--- config.mk ---
export PLATFORM = sky130hd
export DESIGN_NAME = dyt_operand_fetch_flat
export DESIGN_NICKNAME = d
export VERILOG_FILES = /design/src/rtl/dyt_operand_fetch_pkg.sv /design/src/rtl/dyt_operand_fetch_if.sv /design/src/rtl/dyt_operand_fetch_scoreboard.sv /design/src/rtl/dyt_operand_fetch.sv /design/src/flat_wrapper.sv
export SDC_FILE = /design/constraint.sdc
export NUM_CORES = 1
export LEC_CHECK = 0
export BUFFER_PORTS_ARGS = -buffer_cell sky130_fd_sc_hd__buf_4
export CORE_MARGIN = 2
export CORE_UTILIZATION = 25
export DETAILED_ROUTE_END_ITERATION = 8
export PLACE_DENSITY = 0.52
export SYNTH_ARGS = -nofsm -noshare
export SYNTH_HDL_FRONTEND = slang
export SYNTH_SLANG_ARGS = --single-unit
--- constraint.sdc ---
create_clock -name clk -period 3.11 [get_ports clk]
set_input_delay 0.311 -clock clk [delete_from_list [all_inputs] [get_ports clk]]
set_output_delay 0.311 -clock clk [all_outputs]
set_load 0.02 [all_outputs]
--- src/rtl/dyt_operand_fetch_pkg.sv ---
`default_nettype none
//------------------------------------------------------------------------------
// common_types : shared word/select types and the scoreboard hazard helper
// Revision     : 1.0
//------------------------------------------------------------------------------
package common_types;
   localparam int DATA_WIDTH = 32;
   localparam int NREGS      = 32;
   localparam int SEL_WIDTH  = $clog2(NREGS);

   typedef logic [DATA_WIDTH-1:0] word_t;
   typedef logic [SEL_WIDTH-1:0]  regbits_t;
   typedef logic [NREGS-1:0]      pending_t;

   // A writeback landing this cycle resolves the hazard through the bypass.
   function automatic logic hazard(input pending_t pend, input regbits_t r,
                                   input logic wb_v, input regbits_t wb_r);
      return pend[r] && (r != '0) && !(wb_v && (wb_r == r));
   endfunction
endpackage
`default_nettype wire

--- src/rtl/dyt_operand_fetch_if.sv ---
`default_nettype none
//------------------------------------------------------------------------------
// dyt_operand_fetch_if : decode, register-file, writeback and execute signals
// Revision             : 1.0
//------------------------------------------------------------------------------
interface dyt_operand_fetch_if;
   import common_types::*;

   logic     id_valid;
   logic     id_ready;
   regbits_t id_rs1;
   regbits_t id_rs2;
   regbits_t id_rd;
   logic     id_rd_wen;
   regbits_t rf_r_sel_0;
   regbits_t rf_r_sel_1;
   word_t    rf_r_data_0;
   word_t    rf_r_data_1;
   logic     wb_valid;
   regbits_t wb_rd;
   word_t    wb_data;
   logic     ex_valid;
   logic     ex_ready;
   word_t    ex_op_a;
   word_t    ex_op_b;
   regbits_t ex_rd;
   logic     ex_rd_wen;
   logic     flush;

   modport slave (
      input  id_valid, id_rs1, id_rs2, id_rd, id_rd_wen,
      input  rf_r_data_0, rf_r_data_1,
      input  wb_valid, wb_rd, wb_data,
      input  ex_ready, flush,
      output id_ready, rf_r_sel_0, rf_r_sel_1,
      output ex_valid, ex_op_a, ex_op_b, ex_rd, ex_rd_wen
   );

   modport master (
      output id_valid, id_rs1, id_rs2, id_rd, id_rd_wen,
      output rf_r_data_0, rf_r_data_1,
      output wb_valid, wb_rd, wb_data,
      output ex_ready, flush,
      input  id_ready, rf_r_sel_0, rf_r_sel_1,
      input  ex_valid, ex_op_a, ex_op_b, ex_rd, ex_rd_wen
   );
endinterface
`default_nettype wire

--- src/rtl/dyt_operand_fetch_scoreboard.sv ---
`default_nettype none
//------------------------------------------------------------------------------
// dyt_scoreboard : one pending bit per register; set beats clear, flush beats all
// Revision       : 1.0
//------------------------------------------------------------------------------
module dyt_scoreboard
   import common_types::*;
#(
   parameter int NREGS_P = common_types::NREGS
) (
   input  wire                clk,
   input  wire                n_rst,
   input  wire                set_en,
   input  regbits_t           set_idx,
   input  wire                clr_en,
   input  regbits_t           clr_idx,
   input  wire                flush,
   output logic [NREGS_P-1:0] pending
);
   logic [NREGS_P-1:0] r_pending;
   logic [NREGS_P-1:0] w_next;

   always_comb begin
      w_next = r_pending;
      if (clr_en) w_next[clr_idx] = 1'b0;
      if (set_en) w_next[set_idx] = 1'b1;
      w_next[0] = 1'b0;
      if (flush) w_next = '0;
   end

   always_ff @(posedge clk or negedge n_rst) begin
      if (!n_rst) r_pending <= '0;
      else        r_pending <= w_next;
   end

   assign pending = r_pending;
endmodule
`default_nettype wire

--- src/rtl/dyt_operand_fetch.sv ---
`default_nettype none
//------------------------------------------------------------------------------
// dyt_operand_fetch : operand read with writeback bypass, scoreboard stall and
//                     a single registered issue stage toward execute
// Revision          : 1.0
//------------------------------------------------------------------------------
module dyt_operand_fetch #(
   parameter int WIDTH = common_types::DATA_WIDTH,
   parameter int NREGS = common_types::NREGS
) (
   input wire                   clk,
   input wire                   n_rst,
   dyt_operand_fetch_if.slave   bus
);
   import common_types::*;

   logic [NREGS-1:0] w_pending;
   logic [WIDTH-1:0] w_op_a;
   logic [WIDTH-1:0] w_op_b;
   logic             w_stall;
   logic             w_issue;
   logic             w_id_ready;

   logic             r_ex_valid;
   logic [WIDTH-1:0] r_ex_op_a;
   logic [WIDTH-1:0] r_ex_op_b;
   regbits_t         r_ex_rd;
   logic             r_ex_rd_wen;

   assign bus.rf_r_sel_0 = bus.id_rs1;
   assign bus.rf_r_sel_1 = bus.id_rs2;

   always_comb begin
      w_op_a = bus.rf_r_data_0;
      if (bus.id_rs1 == '0)                              w_op_a = '0;
      else if (bus.wb_valid && (bus.wb_rd == bus.id_rs1)) w_op_a = bus.wb_data;
      w_op_b = bus.rf_r_data_1;
      if (bus.id_rs2 == '0)                              w_op_b = '0;
      else if (bus.wb_valid && (bus.wb_rd == bus.id_rs2)) w_op_b = bus.wb_data;
   end

   assign w_stall = hazard(w_pending, bus.id_rs1, bus.wb_valid, bus.wb_rd)
                 || hazard(w_pending, bus.id_rs2, bus.wb_valid, bus.wb_rd)
                 || (bus.id_rd_wen && hazard(w_pending, bus.id_rd, bus.wb_valid, bus.wb_rd));

   assign w_id_ready = !w_stall && (!r_ex_valid || bus.ex_ready) && !bus.flush;
   assign w_issue    = bus.id_valid && w_id_ready;
   assign bus.id_ready = w_id_ready;

   dyt_scoreboard #(.NREGS_P(NREGS)) u_sb (
      .clk     (clk),
      .n_rst   (n_rst),
      .set_en  (w_issue && bus.id_rd_wen),
      .set_idx (bus.id_rd),
      .clr_en  (bus.wb_valid),
      .clr_idx (bus.wb_rd),
      .flush   (bus.flush),
      .pending (w_pending)
   );

   // Payload only moves on issue, so it holds while execute back-pressures.
   always_ff @(posedge clk or negedge n_rst) begin
      if (!n_rst) begin
         r_ex_valid  <= 1'b0;
         r_ex_op_a   <= '0;
         r_ex_op_b   <= '0;
         r_ex_rd     <= '0;
         r_ex_rd_wen <= 1'b0;
      end else if (bus.flush) begin
         r_ex_valid  <= 1'b0;
      end else if (w_issue) begin
         r_ex_valid  <= 1'b1;
         r_ex_op_a   <= w_op_a;
         r_ex_op_b   <= w_op_b;
         r_ex_rd     <= bus.id_rd;
         r_ex_rd_wen <= bus.id_rd_wen;
      end else if (bus.ex_ready) begin
         r_ex_valid  <= 1'b0;
      end
   end

   assign bus.ex_valid  = r_ex_valid;
   assign bus.ex_op_a   = r_ex_op_a;
   assign bus.ex_op_b   = r_ex_op_b;
   assign bus.ex_rd     = r_ex_rd;
   assign bus.ex_rd_wen = r_ex_rd_wen;
endmodule
`default_nettype wire
--- src/flat_wrapper.sv ---
// flat-port wrapper written by rule: the top's interface ports become plain ports
module dyt_operand_fetch_flat import common_types::*;
#(
   parameter int WIDTH = common_types::DATA_WIDTH,
   parameter int NREGS = common_types::NREGS
)
  (clk, n_rst, bus_id_valid, bus_id_rs1, bus_id_rs2, bus_id_rd, bus_id_rd_wen, bus_rf_r_data_0, bus_rf_r_data_1, bus_wb_valid, bus_wb_rd, bus_wb_data, bus_ex_ready, bus_flush, bus_id_ready, bus_rf_r_sel_0, bus_rf_r_sel_1, bus_ex_valid, bus_ex_op_a, bus_ex_op_b, bus_ex_rd, bus_ex_rd_wen);
  dyt_operand_fetch_if bus_i ();
  input wire clk;
  input wire n_rst;
  input wire logic [$bits(bus_i.id_valid)-1:0] bus_id_valid;
  input wire logic [$bits(bus_i.id_rs1)-1:0] bus_id_rs1;
  input wire logic [$bits(bus_i.id_rs2)-1:0] bus_id_rs2;
  input wire logic [$bits(bus_i.id_rd)-1:0] bus_id_rd;
  input wire logic [$bits(bus_i.id_rd_wen)-1:0] bus_id_rd_wen;
  input wire logic [$bits(bus_i.rf_r_data_0)-1:0] bus_rf_r_data_0;
  input wire logic [$bits(bus_i.rf_r_data_1)-1:0] bus_rf_r_data_1;
  input wire logic [$bits(bus_i.wb_valid)-1:0] bus_wb_valid;
  input wire logic [$bits(bus_i.wb_rd)-1:0] bus_wb_rd;
  input wire logic [$bits(bus_i.wb_data)-1:0] bus_wb_data;
  input wire logic [$bits(bus_i.ex_ready)-1:0] bus_ex_ready;
  input wire logic [$bits(bus_i.flush)-1:0] bus_flush;
  output wire logic [$bits(bus_i.id_ready)-1:0] bus_id_ready;
  output wire logic [$bits(bus_i.rf_r_sel_0)-1:0] bus_rf_r_sel_0;
  output wire logic [$bits(bus_i.rf_r_sel_1)-1:0] bus_rf_r_sel_1;
  output wire logic [$bits(bus_i.ex_valid)-1:0] bus_ex_valid;
  output wire logic [$bits(bus_i.ex_op_a)-1:0] bus_ex_op_a;
  output wire logic [$bits(bus_i.ex_op_b)-1:0] bus_ex_op_b;
  output wire logic [$bits(bus_i.ex_rd)-1:0] bus_ex_rd;
  output wire logic [$bits(bus_i.ex_rd_wen)-1:0] bus_ex_rd_wen;
  assign bus_i.id_valid = bus_id_valid;
  assign bus_i.id_rs1 = bus_id_rs1;
  assign bus_i.id_rs2 = bus_id_rs2;
  assign bus_i.id_rd = bus_id_rd;
  assign bus_i.id_rd_wen = bus_id_rd_wen;
  assign bus_i.rf_r_data_0 = bus_rf_r_data_0;
  assign bus_i.rf_r_data_1 = bus_rf_r_data_1;
  assign bus_i.wb_valid = bus_wb_valid;
  assign bus_i.wb_rd = bus_wb_rd;
  assign bus_i.wb_data = bus_wb_data;
  assign bus_i.ex_ready = bus_ex_ready;
  assign bus_i.flush = bus_flush;
  assign bus_id_ready = bus_i.id_ready;
  assign bus_rf_r_sel_0 = bus_i.rf_r_sel_0;
  assign bus_rf_r_sel_1 = bus_i.rf_r_sel_1;
  assign bus_ex_valid = bus_i.ex_valid;
  assign bus_ex_op_a = bus_i.ex_op_a;
  assign bus_ex_op_b = bus_i.ex_op_b;
  assign bus_ex_rd = bus_i.ex_rd;
  assign bus_ex_rd_wen = bus_i.ex_rd_wen;
  dyt_operand_fetch #(.WIDTH(WIDTH), .NREGS(NREGS)) u_core (.clk(clk), .n_rst(n_rst), .bus(bus_i));
endmodule
==> key figures, run 1 <==
Clock network
  • CTS tree: yes
  • CTS hold repair buffers: 0
  • H-Tree Depth: 3
  • Clk slew on worst S/H paths: 0.08 ns
  • Clk sinks: 102
  • Num CTS Buffers: 9
  • Clock latency on the worst-skew pair: 0.35 ns
  • Setup repair bufs after CTS: 0
  • Max Buffers Root-to-Sink: 2
  • Post-CTS resize count: 0
  • Root Buffer: clkbuf_16

Logic synthesis
  • Ys flop type: dfrtp_1
  • XOR/XNOR Fraction of Synth Area: 2.126%
  • Synth Area in Compound Gates: 12.13%
  • Syn avg cell area: 11.14 µm²
  • Register bit total from synthesis: 102
  • Adder-Cell Fraction of Synth Area: 0%
  • Post-synth ARST share: 100.0%
  • Leading area contributor after synthesis: dfrtp_1
  • Number of synthesized flops with an enable pin: 0
  • Top cells by area, synth: dfrtp_1 41%, mux2_2 13%, mux2i_1 7.9%, mux4_2 5.8%, a22o_1 4.5%
  • Post-synth top area share: 41.30%
  • Post-synthesis sequential area ratio: 41.30%
  • Post-synthesis mux area share: 27.06%
  • Synth Warn #: 0
  • Synth unique cells: 45
  • Synth Net Count: 678
  • Synth Cell Area: 6181 µm²
  • Largest family of logic cells by synthesized area: multiplexers
  • Simple-Gate Fraction of Synth Area: 12.67%
  • Mapped Cells: 555

Pwr
  • Clock network fraction of design power: 25.4%
  • Switch share: 34.19%
  • VDD IR max: 0.2302 mV
  • Total Power: 4410 µW
  • PwrDens: 530.5 nW/µm²
  • Comb power frac: 35.3%
  • Internal Power: 2902 µW
  • Sequential power share: 39.3%
  • Net Sw Power: 1508 µW
  • Total leakage power: 0.003589 µW

Timing
  • Slew at the pin with the worst max-slew slack: 0.6777 ns
  • Total negative slack: 0 ns
  • Unrepaired setup endpoints after global routing: false
  • Final Max Tran Viols: 0
  • # setup viols final: 0
  • Hold_ws: -0.001617 ns
  • Crit path time final: 2.710 ns
  • Fmax: 369.0 MHz
  • Fin. Hold Viols: 3
  • Clock skew: 0.01411 ns
  • Fin crit share: 87.14%
  • Slew headroom: 54.82%

Route
  • Final WL: 21,450 µm
  • Post-route DRC: 0
  • WL per Instance: 20.24 µm
  • Vias per inst: 4.914
  • Post-DRT Antenna Nets: 0
  • Initial DRC Count: 256
  • DRT Pass-1 Iters: 4
  • Vias post-DR: 5,209

Finish
  • Storage element area: 2552 µm²
  • Ratio of cells with drive above 1 in the final layout: 45.92%
  • # nets final: 854
  • Diode count: 0
  • Multi-input logic area: 3367 µm²
  • Layout Cells excl Fill: 1,060
  • # fillers: 2,496
  • Fin util: 34.18%
  • Final Instance Area: 8313 µm²
  • Layout area overhead: 34.49%

Critical path
  • Worst flop-to-flop path endpoint: u_core.u_sb.pending[4]
  • Max incr delay on CP: 0.50 ns
  • Req. time, crit path: 3.33 ns
  • CP startpoint kind: flip-flop
  • CP max-delay cell: mux4_2
  • CP Data Arrival Time: 2.93 ns
  • Critical path, cell by cell: mux4_2, mux4_2, o211ai_2, and4bb_4, nand2_4, buf_4, o41ai_1
  • Crit path max fanout: 10
  • Critical path endpoint category: flip-flop
  • Reg-to-reg slack, setup: 0.40 ns
  • Crit path max-delay family: multiplexers
  • Worst r2r src: u_core.u_sb.pending[6]
  • Most frequent CP cell: mux4_2
  • Worst setup path category: flip-flop to flip-flop
  • Worst path bufs/invs: 1
  • Reg2Reg Depth: 7

Floorplanning
  • Core Area: 24,320 µm²
  • Initial Util: 25.42%
  • Die Height: 161.2 µm
  • Ports: 205
  • Row count: 57
  • Die ar.: 26,000 µm²
  • Die Width: 161.2 µm

Placed design
  • Placed Cells: 1,044
  • PortBufs: 204
  • Placed instance area: 8030 µm²
  • GP Congestion: 0.8334
  • Dpl hpwl: 15,770 µm

GRT
  • Largest net degree at the start of global routing: 49
  • Initial antenna violation count: 0
  • Vias in the first global route: 5,316
  • GRT overflow: 0
  • Global-route usage over all layers: 16.39%
  • Global-route wire length before repair: 32,600 µm

Status
  • Failing checks: hold timing
  • Status: finished with violations

Hold path
  • Worst Hold Class: input port to asynchronous set/reset pin

Flow run
  • Max cap viols: 0
## power by group through the flow
stage | combinational (µW) | clock, µW | sequential, µW
final | 1560 | 1120 | 1730
after CTS | 1580 | 1170 | 1740
after detailed placement | 1580 | 0 | 1760
after floorplan | 459 | 0 | 2090
after global placement | 1570 | 0 | 1760
after global routing | 1650 | 1220 | 1780
## worst register-to-register path: cells and delay by family (launching register included)
family / cells / cell delay, ns
mux: 2 / 0.98
flops: 1 / 0.43
compound gates: 2 / 0.53
buf+inv: 1 / 0.21
simple gates: 2 / 0.43
## metal layers
layer  wire, µm  up-vias  track usage [%]  share of wire [%]
met5          0        -                0                  0
met4        509        0            5.722                2.4
met3        798       29            2.440                3.7
met2      10640      145            27.31                 50
met1       9499     2625            21.76                 44
li1           -     2410                -                  -
## kinds of logic after synthesis
group	Yosys count
AO/OA/AOI/OAI	101
multiplexers	138
buffers and inverters	56
AND/OR/NAND/NOR	143
XOR/XNOR	15
flip-flops	102
## state kept, by name (all words and copies together) (netlist names)
register,cells
u_core.bus.ex_op_a,32
u_core.bus.ex_valid,1
u_core.bus.ex_op_b,32
u_core.u_sb.pending,31
u_core.bus.ex_rd_wen,1
u_core.bus.ex_rd,5
## how the worst max path moves through the flow
stage                                       from                       to  slack [ns]  cells past startpoint
after floorplan                    bus_id_rs1[1]  u_core.u_sb.pending[10]        0.43                      9
after global placement             bus_id_rs1[0]  u_core.u_sb.pending[12]        0.31                      8
after detailed placement           bus_id_rs1[0]   u_core.u_sb.pending[6]        0.28                      8
after CTS                 u_core.u_sb.pending[7]             bus_id_ready        0.42                      5
after global routing      u_core.u_sb.pending[6]  u_core.u_sb.pending[12]        0.32                      7
final                     u_core.u_sb.pending[6]   u_core.u_sb.pending[4]        0.40                      7
## synthesized netlist by cell type, types with 4 or more instances
cell type	number
nand3_1	7
buf_2	11
nand2b_1	4
o221ai_1	4
clkbuf_1	27
dfrtp_1	102
nand3b_1	24
buf_4	10
buf_6	4
nor2b_1	19
o41ai_1	10
mux2_2	73
a22o_1	32
xor2_1	12
mux2i_1	49
mux4_2	16
nor3b_1	5
nor2_1	38
nand2_1	25
o21ai_0	36
## placed cells by master, fill, tap and decap left out, types with 2 or more instances in the layout
| cell type | n |
|---|---|
| nor4_1 | 3 |
| o21ai_0 | 36 |
| o41ai_1 | 10 |
| nand4_1 | 3 |
| buf_4 | 216 |
| a21oi_1 | 2 |
| xnor2_1 | 3 |
| dfrtp_1 | 102 |
| buf_12 | 4 |
| clkinv_4 | 2 |
| and3_1 | 2 |
| o22ai_1 | 3 |
| o31ai_1 | 3 |
| nand2_1 | 25 |
| nand2b_1 | 4 |
| a22o_1 | 32 |
| inv_6 | 2 |
| nor2_1 | 37 |
| mux4_2 | 16 |
| nand3_1 | 7 |
| mux2_2 | 73 |
| and2_1 | 2 |
| mux2i_1 | 49 |
| clkbuf_16 | 9 |
| xor2_1 | 12 |
| or2_2 | 2 |
| o221ai_1 | 4 |
| a22oi_1 | 2 |
| nand3b_1 | 24 |
| nor3b_1 | 5 |
| o41ai_2 | 3 |
| nor2b_1 | 19 |
## cell type report
type                    instances  area share, %
flip-flops and latches        102          30.70
well taps                     324          4.877
repair buffers                220          20.47
multi-input cells             397          40.50
inverters                       1        0.04515
clock buffers                  10          2.754
clock inverters                 6         0.6472
## stage by stage
step | worst slack, ns | hold WS [ns]
finish | 0.4000 | -0.001617
global route | 0.3158 | 0.05138
CTS | 0.4200 | 0.01937
detailed placement | 0.2840 | 0.4069
global placement | 0.3075 | 0.4003
floorplan | 0.4330 | 0.01541
Power figures use the tool's default switching activity.
==> run 2: changes to the inputs <==
--- a/config.mk
+++ b/config.mk
@@ -7,9 +7,9 @@
 export LEC_CHECK = 0
 export BUFFER_PORTS_ARGS = -buffer_cell sky130_fd_sc_hd__buf_4
 export CORE_MARGIN = 2
-export CORE_UTILIZATION = 25
+export CORE_UTILIZATION = 26
 export DETAILED_ROUTE_END_ITERATION = 8
-export PLACE_DENSITY = 0.52
+export PLACE_DENSITY = 0.54
 export SYNTH_ARGS = -nofsm -noshare
 export SYNTH_HDL_FRONTEND = slang
 export SYNTH_SLANG_ARGS = --single-unit
==> key figures, run 2 (synthesis results as in run 1) <==
Route
  • Post-DRT Antenna Nets: 0 (unchanged)
  • WL per Instance: 19.99 µm (-1.2%)
  • Post-route DRC: 0 (unchanged)
  • Final WL: 21,110 µm (-1.6%)
  • Vias post-DR: 5,219 (+0.19%)
  • Vias per inst: 4.942 (+0.57%)
  • DRT Pass-1 Iters: 4 (unchanged)
  • Initial DRC Count: 333 (+30%)

Critical path
  • CP max-delay cell: mux4_2
  • Reg2Reg Depth: 7 (unchanged)
  • CP Data Arrival Time: 2.36 ns (-0.57 ns)
  • Req. time, crit path: 2.80 ns (-0.53 ns)
  • CP startpoint kind: flip-flop
  • Most frequent CP cell: mux4_2
  • Max incr delay on CP: 0.51 ns (about the same)
  • Critical path endpoint category: output port
  • Crit path max fanout: 4 (-6)
  • Critical path, cell by cell: mux4_2, mux4_2, o211ai_2, and4bb_4, buf_4
  • Worst setup path category: flip-flop to output port

GRT
  • Global-route wire length before repair: 31,530 µm (-3.3%)
  • Global-route usage over all layers: 16.72% (+0.33 points)
  • Met3 usage: 2.245% (-0.19 points)
  • Initial antenna violation count: 0 (unchanged)
  • GRT overflow: 0 (unchanged)
  • GR Layer Usage met1: 22.41% (+0.66 points)
  • Largest net degree at the start of global routing: 56 (+14%)
  • Vias in the first global route: 5,283 (-0.62%)
  • GR Util met2: 27.89% (+0.58 points)
  • Gr busiest metal: met2

Floorplanning
  • Ports: 205 (unchanged)
  • Die Width: 158.2 µm (-1.9%)
  • Row count: 56 (-1.8%)
  • Core Area: 23,400 µm² (-3.8%)
  • Die ar.: 25,020 µm² (-3.7%)
  • Initial Util: 26.41% (+1.0 points)
  • Die Height: 158.2 µm (-1.9%)

Timing
  • Total negative slack: 0 ns (unchanged)
  • Slew headroom: 53.32% (-1.5 points)
  • Fmax: 373.9 MHz (+1.3%)
  • Unrepaired setup endpoints after global routing: false
  • Clock skew: 0.01018 ns (-0.003936 ns)
  • # setup viols final: 0 (unchanged)
  • Slew at the pin with the worst max-slew slack: 0.7003 ns (+0.02254 ns)
  • Crit path time final: 2.675 ns (-0.03535 ns)
  • Worst setup margin: 0.4354 ns (+0.03535 ns)
  • Final Max Tran Viols: 0 (unchanged)
  • Fin. Hold Viols: 0 (-3)
  • Fin crit share: 86.00% (-1.1 points)

Flow run
  • Max cap viols: 0 (unchanged)

Clock network
  • Post-CTS resize count: 0 (unchanged)
  • Clk sinks: 102 (unchanged)
  • Root Buffer: clkbuf_16
  • CTS hold repair buffers: 0 (unchanged)
  • H-Tree Depth: 3 (unchanged)
  • Setup repair bufs after CTS: 0 (unchanged)
  • CTS tree: yes
  • Max Buffers Root-to-Sink: 2 (unchanged)
  • Clk slew on worst S/H paths: 0.07 ns (about the same)
  • Num CTS Buffers: 9 (unchanged)
  • Clock latency on the worst-skew pair: 0.35 ns (about the same)

Finish
  • Diode count: 0 (unchanged)
  • Layout area overhead: 34.53% (about the same)
  • Commonest cells after routing, fill and taps aside: 217 x buf_4, 102 x dfrtp_1, 73 x mux2_2, 49 x mux2i_1, 37 x nor2_1
  • Ratio of cells with drive above 1 in the final layout: 46.00% (+0.073 points)
  • Most common cell after layout, fill and taps aside: buf_4
  • # nets final: 855 (+0.12%)

Placed design
  • PortBufs: 204 (unchanged)
  • Worst slack, placed: 0.2785 ns (-0.005503 ns)
  • GP Congestion: 0.8760 (+5.1%)
  • Dpl hpwl: 15,160 µm (-3.9%)

Hold path
  • Worst Hold Class: input port to asynchronous set/reset pin

Status
  • Status: completed

Pwr
  • Total leakage power: 0.003601 µW (+0.33%)
  • VDD IR max: 0.2775 mV (+21%)
  • PwrDens: 527.2 nW/µm² (-0.63%)
==> run 2: cell count changes in the layout (fill, tap and decap cells not counted), sizes merged <==
cell,previous run,this run
buf,220,221
clkinvlp,1,0
clkinv,2,3
==> run 2: final timing paths <==
| check | from | endpoint | slack, ns |
|---|---|---|---|
| setup / recovery | u_core.u_sb.pending[15] | bus_id_ready | 0.44 |
| hold / removal | n_rst | u_core.u_sb.pending[1] | 0.02 |
| setup reg to reg | u_core.u_sb.pending[15] | u_core.u_sb.pending[24] | 0.51 |
| hold reg to reg | u_core.bus.ex_op_b[20] | u_core.bus.ex_op_b[20] | 0.51 |
| max in group asynchronous | n_rst | u_core.bus.ex_op_a[18] | 2.33 |
| min in group clk | bus_rf_r_data_0[28] | u_core.bus.ex_op_a[28] | 0.31 |
==> run 2: final cells by class <==
cell class                      count  area [µm²]
Timing Repair Buffer              221        1709
Multi-Input combinational cell    397        3367
Clock inverter                      6       55.05
Inverter                            1       3.754
Sequential cell                   102        2552
Clock buffer                       10       229.0
Tap cell                          319       399.1
Fill cell                        2454       15090
==> run 2: stage by stage <==
step	power, µW	cells	utilization (%)	area [µm²]	hold slack (ns)
finish	4384	1056	35.53	8315	0.01606
global route	4630	1056	35.53	8315	0.04530
CTS	4463	1056	35.53	8315	0.02700
detailed placement	3334	1040	34.32	8031	0.4097
global placement	3318	1040	34.32	8031	0.4176
floorplan	2549	555	-	6181	0.01541
==> run 2: power breakdown <==
part | switching, µW | internal [µW] | leakage (µW)
Sequential | 139 | 1600 | 0.00128
Combinational | 808 | 744 | 0.00218
Clock | 535 | 560 | 0.000140
Total | 1480 | 2900 | 0.00360
==> run 2: metal layers <==
layer | wire (µm) | vias up
met3 | 819 | 18
li1 | - | 2410
met5 | 0 | -
met2 | 10740 | 146
met4 | 379 | 0
met1 | 9174 | 2645
==> run 2: worst max-delay path: cells and delay by family (launching register included) <==
kind | cells | cell delay, ns
multiplexers | 2 | 0.99
flip-flops | 1 | 0.41
AND/OR/NAND/NOR | 1 | 0.30
buffers and inverters | 1 | 0.17
AO/OA/AOI/OAI | 1 | 0.15
==> run 3: changes to the inputs <==
--- a/config.mk
+++ b/config.mk
@@ -6,9 +6,11 @@
 export NUM_CORES = 1
 export LEC_CHECK = 0
 export BUFFER_PORTS_ARGS = -buffer_cell sky130_fd_sc_hd__buf_4
+export CAP_MARGIN = 20
 export CORE_MARGIN = 2
 export CORE_UTILIZATION = 26
 export DETAILED_ROUTE_END_ITERATION = 8
+export GPL_TIMING_DRIVEN = 0
 export PLACE_DENSITY = 0.54
 export SYNTH_ARGS = -nofsm -noshare
 export SYNTH_HDL_FRONTEND = slang
==> key figures, run 3 (synthesis results as in run 1) <==
Status
  • Status: completed

GRT
  • Initial antenna violation count: 0 (unchanged)
  • GRT overflow: 0 (unchanged)
  • Vias in the first global route: 5,411 (+2.4%)
  • Global-route usage over all layers: 17.32% (+0.60 points)
  • Global-route wire length before repair: 32,420 µm (+2.8%)
  • Largest net degree at the start of global routing: 75 (+34%)

Clock network
  • Clk slew on worst S/H paths: 0.08 ns (about the same)
  • Max Buffers Root-to-Sink: 2 (unchanged)
  • H-Tree Depth: 3 (unchanged)
  • Num CTS Buffers: 9 (unchanged)
  • Setup repair bufs after CTS: 0 (unchanged)
  • CTS tree: yes
  • Clk sinks: 102 (unchanged)
  • Root Buffer: clkbuf_16
  • Clock latency on the worst-skew pair: 0.35 ns (about the same)

Critical path
  • CP Data Arrival Time: 3.19 ns (+0.83 ns)
  • Worst setup path category: input port to flip-flop
  • Critical path endpoint category: flip-flop
  • CP max-delay cell: clkbuf_1
  • Max incr delay on CP: 0.54 ns (+0.03 ns)
  • Critical path, cell by cell: clkbuf_1, mux4_2, mux4_2, o211ai_2, and4bb_4, nand2_2, buf_6, buf_6, o41ai_1
  • CP startpoint kind: input port
  • Crit path max fanout: 10 (+6)
  • Req. time, crit path: 3.31 ns (+0.51 ns)

Floorplanning
  • Ports: 205 (unchanged)
  • Die Height: 158.2 µm (unchanged)
  • Initial Util: 26.41% (unchanged)
  • Die Width: 158.2 µm (unchanged)
  • Row count: 56 (unchanged)
  • Die ar.: 25,020 µm² (unchanged)
  • Core Area: 23,400 µm² (unchanged)

Pwr
  • Clock network fraction of design power: 26.5% (+1.5 points)
  • Total leakage power: 0.003653 µW (+1.4%)
  • Sequential power share: 38.6% (-1.0 points)
  • Comb power frac: 34.9% (-0.5 points)
  • VDD IR max: 0.2332 mV (-16%)
  • Internal Power: 2991 µW (+3.1%)
  • Switch share: 33.21% (-0.59 points)
  • PwrDens: 530.9 nW/µm² (+0.71%)
  • Net Sw Power: 1488 µW (+0.38%)

Flow run
  • Max cap viols: 0 (unchanged)

Finish
  • Layout Cells excl Fill: 1,092 (+3.4%)
  • Most common cell after layout, fill and taps aside: buf_4
  • Ratio of cells with drive above 1 in the final layout: 44.37% (-1.6 points)
  • # nets final: 891 (+4.2%)
  • Storage element area: 2552 µm² (unchanged)
  • Diode count: 0 (unchanged)
  • # fillers: 2,448 (-0.24%)
  • Fin util: 36.05% (+0.51 points)
  • Multi-input logic area: 3342 µm² (-0.74%)
  • Layout area overhead: 36.48%
  • Commonest cells after routing, fill and taps aside: 209 x buf_4, 102 x dfrtp_1, 73 x mux2_2, 49 x mux2i_1, 38 x nor2_1

Timing
  • Fin crit share: 95.98% (+10 points)
  • Fmax: 335.0 MHz (-10%)
  • Slew at the pin with the worst max-slew slack: 0.7496 ns (+0.04934 ns)
  • Total negative slack: 0 ns (unchanged)
  • Final Max Tran Viols: 0 (unchanged)
  • Fin. Hold Viols: 0 (unchanged)
  • Unrepaired setup endpoints after global routing: false
  • # setup viols final: 0 (unchanged)
  • Crit path time final: 2.985 ns (+0.3103 ns)
  • Worst setup margin: 0.1251 ns (-0.3103 ns)
  • Clock skew: 0.01391 ns (+0.003730 ns)
  • Slew headroom: 49.84% (-3.5 points)

Route
  • Vias per inst: 4.958 (+0.32%)
  • Final WL: 22,060 µm (+4.5%)
  • Vias post-DR: 5,414 (+3.7%)
  • WL per Instance: 20.20 µm (+1.0%)
  • Post-route DRC: 0 (unchanged)
  • DRT Pass-1 Iters: 4 (unchanged)
  • Post-DRT Antenna Nets: 0 (unchanged)
  • Initial DRC Count: 402 (+21%)

Placed design
  • Worst slack, placed: -0.4144 ns (-0.6929 ns)
  • Dpl hpwl: 16,720 µm (+10%)
  • PortBufs: 199 (-2.5%)
  • Placed Cells: 1,076 (+3.5%)
  • GP Congestion: 0.9266 (+5.8%)

Hold path
  • Worst Hold Class: input port to flip-flop
run 3: changes by cell type in the layout (fill, tap and decap cells not counted), moves of 2 or more:
cell	previous run	this run
buf_6	0	5
buf_4	217	209
clkbuf_1	1	27
buf_1	0	2
buf_2	0	12
buf_12	4	0
run 3: power by group through the flow:
stage	Sequential [µW]	Clock, µW	Combinational, µW
after floorplan	2090	0	459
after global placement	1750	0	1570
after detailed placement	1750	0	1590
after CTS	1730	1230	1590
after global routing	1770	1290	1660
final	1730	1190	1560
run 3: path summary, 6_finish.rpt:
path / start / slack [ns] / to / depth (start not counted)
setup / recovery: bus_id_rs1[1] / 0.13 / u_core.u_sb.pending[28] / 9
hold reg to reg: u_core.bus.ex_op_a[5] / 0.51 / u_core.bus.ex_op_a[5] / 1
hold / removal: bus_rf_r_data_0[17] / 0.31 / u_core.bus.ex_op_a[17] / 3
setup reg to reg: u_core.u_sb.pending[15] / 0.17 / u_core.u_sb.pending[28] / 8
min in group asynchronous: n_rst / 0.40 / u_core.u_sb.pending[3] / 2
max in group asynchronous: n_rst / 1.99 / u_core.bus.ex_op_b[18] / 3
run 3: critical path, delay by kind of cell:
| family | cells | cell delay [ns] |
|---|---|---|
| muxes | 2 | 0.92 |
| buffers and inverters | 3 | 0.88 |
| AOI/OAI and AO/OA | 2 | 0.59 |
| and+or+nand+nor | 2 | 0.46 |
run 3: final cells by class:
cell class / instances / area share (%)
inverters: 1 / 0.04450
plain buffers: 54 / 3.382
clock inverters: 6 / 0.9048
repair buffers: 203 / 18.35
clock buffers: 10 / 2.714
well taps: 319 / 4.732
flip-flops and latches: 102 / 30.26
multi-input cells: 397 / 39.62
run 3: timing repair:
item                                   4_1_cts  5_1_grt
hold buffers                                 1        0
endpoints found under the hold margin       28        0
resized for setup                            0        2
setup endpoints to repair                    1       50
run 3: per-layer routing:
metal  part of all wire [%]  track usage [%]  routed length [µm]  vias up
li1                       -                -                   -     2479
met1                     42            23.27                9341     2695
met2                     49            27.97               10770      197
met3                    5.6            2.436                1232       43
met4                    3.2            7.207                 711        0
met5                      0                0                   0        -
run 3: per-stage QoR:
stage               cell area [µm²]  total power [µW]  hold slack, ns
floorplan                      6181              2549         0.01541
global placement               8074              3320          0.4900
detailed placement             8118              3339          0.2115
CTS                            8429              4550          0.2871
global route                   8436              4711          0.2953
finish                         8436              4479          0.3095
